--- src/rtl/oled_pkg.sv ---
// Shared definitions for the OLED message sequencer: state encoding and
// display geometry constants.
package oled_pkg;

  localparam int unsigned ROWS          = 4;
  localparam int unsigned CHARS_DEFAULT = 12;
  localparam logic [7:0]  ASCII_SPACE   = 8'h20;

  typedef enum logic [2:0] {
    StIdle,
    StLoad,
    StSend,
    StWait,
    StNext,
    StFdone
  } state_e;

endpackage

--- src/rtl/oled_wdog.sv ---
// Character-done watchdog: counts enabled cycles and pulses expire on the
// TIMEOUT-th one; clr restarts the count.
module oled_wdog #(
  parameter int unsigned TIMEOUT = 1000000
) (
  input  logic clk,
  input  logic rst,
  input  logic clr,
  input  logic en,
  output logic expire
);

  localparam int unsigned CntW = ($clog2(TIMEOUT) > 0) ? $clog2(TIMEOUT) : 1;

  logic [CntW-1:0] cnt;

  assign expire = en && (cnt == CntW'(TIMEOUT - 1));

  always_ff @(posedge clk or negedge rst) begin
    if (!rst) begin
      cnt <= '0;
    end else if (clr) begin
      cnt <= '0;
    end else if (en && !expire) begin
      cnt <= cnt + CntW'(1);
    end
  end

endmodule

--- src/rtl/oled_msg_sequencer.sv ---
// Streams four snapshotted message lines to the OLED character writer, one
// character per strobe, paced by char_done with a watchdog fallback.
module oled_msg_sequencer
  import oled_pkg::*;
#(
  parameter int unsigned CHARS   = CHARS_DEFAULT,
  parameter int unsigned WIDTH   = CHARS * 8,
  parameter int unsigned TIMEOUT = 1000000
) (
  input  logic                     clk,
  input  logic                     rst,
  input  logic                     refresh_req,
  input  logic                     disp_en,
  input  logic [WIDTH-1:0]         soda_price,
  input  logic [WIDTH-1:0]         coin_val,
  input  logic [WIDTH-1:0]         coins_tot,
  input  logic [WIDTH-1:0]         disp,
  input  logic                     char_done,
  output logic [7:0]               char_data,
  output logic [1:0]               char_row,
  output logic [$clog2(CHARS)-1:0] char_col,
  output logic                     char_wr,
  output logic                     busy,
  output logic                     frame_done,
  output logic                     timeout_err
);

  localparam int unsigned ColW = $clog2(CHARS);

  state_e                  state;
  logic                    pending;
  logic [ROWS*WIDTH-1:0]   snap;
  logic [WIDTH-1:0]        line3;
  logic                    last_col;
  logic                    last_row;
  logic [1:0]              row_nx;
  logic [ColW-1:0]         col_nx;
  logic                    wd_en;
  logic                    wd_expire;

  // Line 0 occupies the top of the snapshot; char 0 is the top byte of a line.
  function automatic logic [7:0] sel_byte(input logic [ROWS*WIDTH-1:0] s,
                                          input logic [1:0] r,
                                          input logic [ColW-1:0] c);
    return 8'(s >> ((ROWS * WIDTH - 8) - (32'(r) * WIDTH + 32'(c) * 8)));
  endfunction

  assign line3 = disp_en ? disp : {CHARS{ASCII_SPACE}};
  assign wd_en = (state == StWait);

  always_comb begin
    last_col = (char_col == ColW'(CHARS - 1));
    last_row = (char_row == 2'(ROWS - 1));
    row_nx   = char_row;
    col_nx   = char_col + ColW'(1);
    if (last_col) begin
      col_nx = '0;
      row_nx = char_row + 2'd1;
    end
  end

  oled_wdog #(
    .TIMEOUT (TIMEOUT)
  ) u_wdog (
    .clk    (clk),
    .rst    (rst),
    .clr    (!wd_en),
    .en     (wd_en),
    .expire (wd_expire)
  );

  always_ff @(posedge clk or negedge rst) begin
    if (!rst) begin
      state       <= StIdle;
      pending     <= 1'b0;
      snap        <= '0;
      char_data   <= '0;
      char_row    <= '0;
      char_col    <= '0;
      char_wr     <= 1'b0;
      busy        <= 1'b0;
      frame_done  <= 1'b0;
      timeout_err <= 1'b0;
    end else begin
      // Requests during a frame collapse into one redraw after it.
      if (state != StIdle && refresh_req) pending <= 1'b1;
      unique case (state)
        StIdle: begin
          if (refresh_req || pending) begin
            pending <= 1'b0;
            busy    <= 1'b1;
            state   <= StLoad;
          end
        end
        StLoad: begin
          snap      <= {soda_price, coin_val, coins_tot, line3};
          char_data <= soda_price[WIDTH-1 -: 8];
          char_row  <= '0;
          char_col  <= '0;
          char_wr   <= 1'b1;
          state     <= StSend;
        end
        StSend: begin
          char_wr <= 1'b0;
          state   <= StWait;
        end
        StWait: begin
          if (char_done) begin
            state <= StNext;
          end else if (wd_expire) begin
            timeout_err <= 1'b1;
            state       <= StNext;
          end
        end
        StNext: begin
          if (last_row && last_col) begin
            frame_done <= 1'b1;
            state      <= StFdone;
          end else begin
            char_row  <= row_nx;
            char_col  <= col_nx;
            char_data <= sel_byte(snap, row_nx, col_nx);
            char_wr   <= 1'b1;
            state     <= StSend;
          end
        end
        StFdone: begin
          frame_done <= 1'b0;
          busy       <= 1'b0;
          state      <= StIdle;
        end
        default: state <= StIdle;
      endcase
    end
  end

endmodule
--- config.mk ---
export PLATFORM = sky130hd
export DESIGN_NAME = oled_msg_sequencer
export DESIGN_NICKNAME = d
export VERILOG_FILES = /design/src/rtl/oled_pkg.sv /design/src/rtl/oled_wdog.sv /design/src/rtl/oled_msg_sequencer.sv
export SDC_FILE = /design/constraint.sdc
export NUM_CORES = 1
export LEC_CHECK = 0
export CAP_MARGIN = 20
export CORE_MARGIN = 1
export CORE_UTILIZATION = 56
export CTS_CLUSTER_DIAMETER = 80
export DETAILED_ROUTE_END_ITERATION = 10
export HOLD_SLACK_MARGIN = 0.06
export PLACE_DENSITY_LB_ADDON = 0.2
export SETUP_SLACK_MARGIN = 0.4
export SYNTH_ARGS = -nofsm -noshare
export SYNTH_HDL_FRONTEND = slang
export SYNTH_SLANG_ARGS = --single-unit
--- constraint.sdc ---
create_clock -name clk -period 11.3 [get_ports clk]
set_input_delay 1.13 -clock clk [delete_from_list [all_inputs] [get_ports clk]]
set_output_delay 1.13 -clock clk [all_outputs]
set_load 0.05 [all_outputs]
==> Word-level counts from Yosys, hierarchy flattened <==
Cells that the tools add are included.
{ "word_totals": {"reg_bits": 426, "out_inout_bits": 18} }
{ "op_classes": {"add_sub_neg": 5, "mul": 1, "n_eq_ne": 13, "n_shift": 1, "mux": 25, "n_bitwise": 1, "n_reduce_logical": 18} }
{ "op_table": {"columns": ["op", "count"], "rows": [
  ["$shr 384x32->8", 1],
  ["$mux 96", 1],
  ["$mux 20", 2],
  ["$add 20x1->20 const B", 1],
  ["$eq 20x20->1 const B", 1],
  ["$pmux 8 s2", 1],
  ["$pmux 3 s5", 1],
  ["$mux 3", 4],
  ["$sub 9x10->11 const A", 1],
  ["$add 9x7->10", 1],
  ["$reduce_and 2->1", 5],
  ["$mux 4", 2],
  ["$mux 8", 1],
  ["$ne 2x2->1 const B", 4],
  ["$pmux 4 s2", 1],
  ["$eq 3x2->1 const B", 2],
  ["$eq 3x3->1 const B", 2],
  ["$mux 1", 6],
  ["$reduce_bool 2->1", 3],
  ["$reduce_bool 3->1", 2],
  ["$add 4x1->4 const B", 1],
  ["$eq 4x4->1 const B", 1],
  ["$logic_and 1x1->1", 4],
  ["$mul 2x2->4 const B", 1],
  ["13 further kinds", 15]
]} }

==> Longest topological paths before layout <==
{ "logic_depth": {"depth_word": 8, "depth_mapped": 18, "mapped_depth_nobuf": 16} }

==> Modules after synthesis <==
Synthesis repeated with hierarchy kept, for this count alone.
{ "hier_totals": {"cells_unflattened": 2224, "hier_area_um2": 20098.0} }
{ "modules_own_cells": {"columns": ["module", "instances", "cells_each", "area_per_inst_um2", "seq_area_each_um2"], "rows": [
  ["oled_msg_sequencer", 1, 2109, 19013.2, 10159.7],
  ["oled_wdog", 1, 115, 1084.8, 500.5]
]} }

==> Worst setup path before layout <==
OpenSTA, ideal clock, no wires.
{ "synth_timing": {"path_type": "register to register", "startpoint": "reg char_col[0]", "endpoint": "reg char_data[1]", "setup_ns": 0.146, "arrival_ns": 4.020, "setup_slack_ns": 7.134, "stages_incl_launch_ff": 19, "path_buffers": 3, "synth_period_minus_slack_ns": 4.166, "cell_sequence": "dfrtp_1 ha_1 and3b_1 buf_6 mux2i_4 inv_2 ha_1 inv_1 ha_1 inv_1 ha_1 buf_1 nor2_1 nand2_1 clkbuf_1 o22ai_1 o41ai_1 and3_1 a311oi_1"} }
{ "synth_between": {"elab_chain_len": 8} }
{ "synth_lines": {"columns": ["item", "line_no", "text"], "rows": [
  ["from (decl)", "oled_msg_sequencer.sv:21", "output logic [$clog2(CHARS)-1:0] char_col,"],
  ["from (signal assigned)", "oled_msg_sequencer.sv:121", "char_col <= col_nx;"],
  ["$eq 4x4->1", "oled_msg_sequencer.sv:52", "last_col = (char_col == ColW'(CHARS - 1));"],
  ["$mux 2", "oled_msg_sequencer.sv:56", "if (last_col) begin"],
  ["$mul 2x2->4", "oled_msg_sequencer.sv:45", "return 8'(s >> ((ROWS * WIDTH - 8) - (32'(r) * WIDTH + 32'(c) * 8)));"],
  ["$add 9x7->10", "oled_msg_sequencer.sv:45", null],
  ["$sub 9x10->11", "oled_msg_sequencer.sv:45", null],
  ["$shr 384x32->8", "oled_msg_sequencer.sv:45", null],
  ["$mux 8", "oled_msg_sequencer.sv:116", "if (last_row && last_col) begin"],
  ["$pmux 8 s2", "oled_msg_sequencer.sv:87", "unique case (state)"],
  ["to (signal assigned)", "oled_msg_sequencer.sv:97", "char_data <= soda_price[WIDTH-1 -: 8];"],
  ["to (signal assigned)", "oled_msg_sequencer.sv:122", "char_data <= sel_byte(snap, row_nx, col_nx);"],
  ["to (decl)", "oled_msg_sequencer.sv:19", "output logic [7:0] char_data,"]
]} }
Several ways; a longest one is shown, not always the timed one. The select of a mux whose other input is x is not followed.
A chain may end at the register's enable or synchronous reset.

==> Worst setup path after layout <==
Ends and elaborated chain as after synthesis.

==> results.md <==
- Slew Limit Fails: 0
- Worst path cell trace: ha_1 -> and3b_1 -> mux2i_4 -> inv_2 -> ha_1 -> inv_1 -> ha_1 -> inv_1 -> ha_1 -> a21oi_1 -> xnor2_1 -> nor2b_1 -> o211ai_1 -> o22ai_1 -> a311oi_1
- GRT Residual Overflow: 0
- Leakage: 12.7 nW
- DRC: 0
- Post-CTS Resized: 0
- CTS H-tree depth: 2
- Synth unique cells: 54
- Worst Setup Start Kind: flip-flop
- CP arrival: 5.65 ns
- Number of setup buffers added after CTS: 0
- Asr flop ratio synth: 100%
- CTS Buf Count: 45
- Max frequency: 190 MHz
- Largest net degree at the start of global routing: 188
- Post-synth EDFFs: 0
- Sw Ratio: 39.2%
- Final setup viols: 0
- Run status: complete, no violations
- Worst-path fanout max: 22
- Maximum VDD drop: 0.249 mV
- Rel. slew slack: 28.7%
- Power density over cell area: 263 nW/µm²
- Hold Vio Cnt, Final: 0
- Endpoint type of the worst setup path: flip-flop
- Crit path kind: flip-flop to flip-flop
- Synthesized cell area: 20,000 µm²
- CTS root buffer: clkbuf_16
- Post-DP HPWL: 43,300 µm
- DRT Pass-1 Iters: 8
- Syn Nets: 2,707
- Top FF cell, synth: dfrtp_1
- Via count: 17,715
- Wire per inst: 19.7 µm
- Pint: 0.00413 W
- 1st-iter DRT viols: 1,720
- CORE AREA: 34,800 µm²
- Post-Route WL: 61,500 µm
- Reg power frac: 38.3%
- Fin crit period: 5.25 ns
- Antenna Nets Post-Route: 0
- Max-cap violations: 0
- Multi-input gate area: 8620 µm²
- Vias in the first global route: 17,462
- Final worst path period share: 46.5%
- Crit-path max cell delay: 0.81 ns
- Vias per cell: 5.68
- Clk pwr share: 23.1%
- Initial antenna violation count: 0
- # rows: 68
- # diodes: 0
- Fillers: 2,479
- #FFs+latches synth: 426
- Psw: 0.00266 W
- Worst-Skew Late Latency: 0.56 ns
- Port Buf Inserts: 406
- WP data required: 11.70 ns
- Die area: 36,500 µm²
- Final GP Congestion: 0.912
- Worst min-delay path class: flip-flop to flip-flop
- Initial Util: 57.4%
- Area grow syn2layout: 29.0%
- Most frequent cells in the layout: 1,121 x nand2_1, 426 x dfrtp_1, 404 x clkdlybuf4s50_1, 104 x o21ai_0, 99 x mux2i_1
- Die Wd: 191 µm
- Nets: 3,032
- Combinational power share: 38.6%
- Crit-path slowest cell: ha_1
- Sink Count: 426
- Setup Skew: 0.0185 ns
- Clock buffer depth: 3
- Ratio of cells with drive above 1 in the final layout: 4.80%
- FF/Latch Area: 10,700 µm²
- GRT Total Usage: 33.8%
- Ports: 407
- Most common cell after layout, fill and taps aside: nand2_1
- Synth Instances: 2,308
- Avg Inst Size Synth: 8.66 µm²
- Wire length of the first global-routing pass: 94,300 µm
- Hold-fix buffers, CTS: 0
- RSZ-0062 raised after global routing: false
- Seq/Total Area, Yosys: 53.3%
- Worst-path clk slew: 0.06 ns
- Final Util: 74.1%
- Setup TNS: 0 ns
- Synthesis Warnings: 0
- CTS tree: yes
- Die Y-Extent: 191 µm
- CP most frequent cell: ha_1
- Slew @ Worst Pin: 1.07 ns
## final cells by class
type                       count  share of cell area (%)
clock buffer                  62                    5.13
tap                          455                    2.21
multi-input combinational   1711                    33.4
inverter                      23                   0.335
timing repair buffer         426                    16.6
sequential                   426                    41.3
clock inverter                18                   0.960
## flip-flops by register name, summed over array words and instances (netlist names), 2 cells and up
name and cells:
u_wdog.cnt 20, char_row 2, state 3, char_data 8, char_col 4, snap 384
## stage by stage
step / hold slack [ns] / instance area [µm²] / power (W) / std cells / setup WS, ns
6_report: 0.472 / 25800 / 0.00679 / 3121 / 6.05
5_1_grt: 0.493 / 25800 / 0.00718 / 3121 / 5.74
4_1_cts: 0.476 / 25700 / 0.00674 / 3117 / 6.14
3_5_place_dp: 0.457 / 24100 / 0.00515 / 3037 / 6.18
3_3_place_gp: 0.446 / 24100 / 0.00506 / 3037 / 6.35
2_1_floorplan: 0.438 / 20000 / 0.00429 / 2308 / 7.13
## layer usage
metal / vias up / share of wire, % / global-route usage (%)
met3: 150 / 8.1 / 6.17
met5: - / 0 / 0
met2: 798 / 48 / 55.0
met1: 8557 / 40 / 44.6
li1: 8210 / - / -
met4: 0 / 4.0 / 14.1
## power by group through the flow
| stage | clock, W | combinational, W | sequential, W |
|---|---|---|---|
| floorplan | 0 | 0.00176 | 0.00253 |
| global placement | 0 | 0.00250 | 0.00256 |
| detailed placement | 0 | 0.00255 | 0.00260 |
| CTS | 0.00158 | 0.00258 | 0.00258 |
| global route | 0.00164 | 0.00288 | 0.00266 |
| finish | 0.00157 | 0.00262 | 0.00260 |
## final timing paths
kind	cells after the start	slack, ns	start	to
max in group asynchronous	2	9.24	rst	snap[235]$_DFFE_PN0P_
worst min-delay path	2	0.47	timeout_err$_DFFE_PN0P_	timeout_err$_DFFE_PN0P_
worst min register to register	2	0.47	timeout_err$_DFFE_PN0P_	timeout_err$_DFFE_PN0P_
worst max-delay path	15	6.05	char_col[0]$_DFFE_PN0P_	char_data[1]$_DFFE_PN0P_
min in group asynchronous	1	0.59	rst	u_wdog.cnt[10]$_DFFE_PN0P_
worst max register to register	15	6.05	char_col[0]$_DFFE_PN0P_	char_data[1]$_DFFE_PN0P_
## worst max-delay path, delay by kind of cell (launching register included)
kind	cells	cell delay, ns
fa+ha+maj	4	1.61
compound gates	4	0.84
buf+inv	3	0.18
xor+xnor	1	0.48
flops	1	0.53
simple gates	2	1.05
mux	1	0.39
## synthesized netlist by cell type, types with 14 or more instances
master	count	area share (%)
o21ai_0	104	2.6
o22ai_1	53	1.7
nor2_1	54	1.0
mux4_2	18	2.0
dfrtp_1	426	53
mux2i_1	99	5.0
and3_1	14	0.44
nand2_1	1121	21
inv_1	22	0.41
a2bb2oi_1	14	0.61
o211ai_1	15	0.56
a22o_1	30	1.3
clkbuf_1	121	2.3
a21oi_1	66	1.7
## cells by family (layout without fill, tap and decap cells)
family | Yosys count | count (layout) | share of synthesized area [%]
flip-flops | 426 | 426 | 53.3
XOR/XNOR | 22 | 22 | 0.964
multiplexers | 119 | 119 | 7.15
buffers and inverters | 171 | 529 | 3.74
adder cells (fa/ha/maj) | 10 | 10 | 0.626
AO/OA/AOI/OAI | 327 | 327 | 10.2
AND/OR/NAND/NOR | 1233 | 1233 | 24.0
Power figures use the tool's default switching activity.
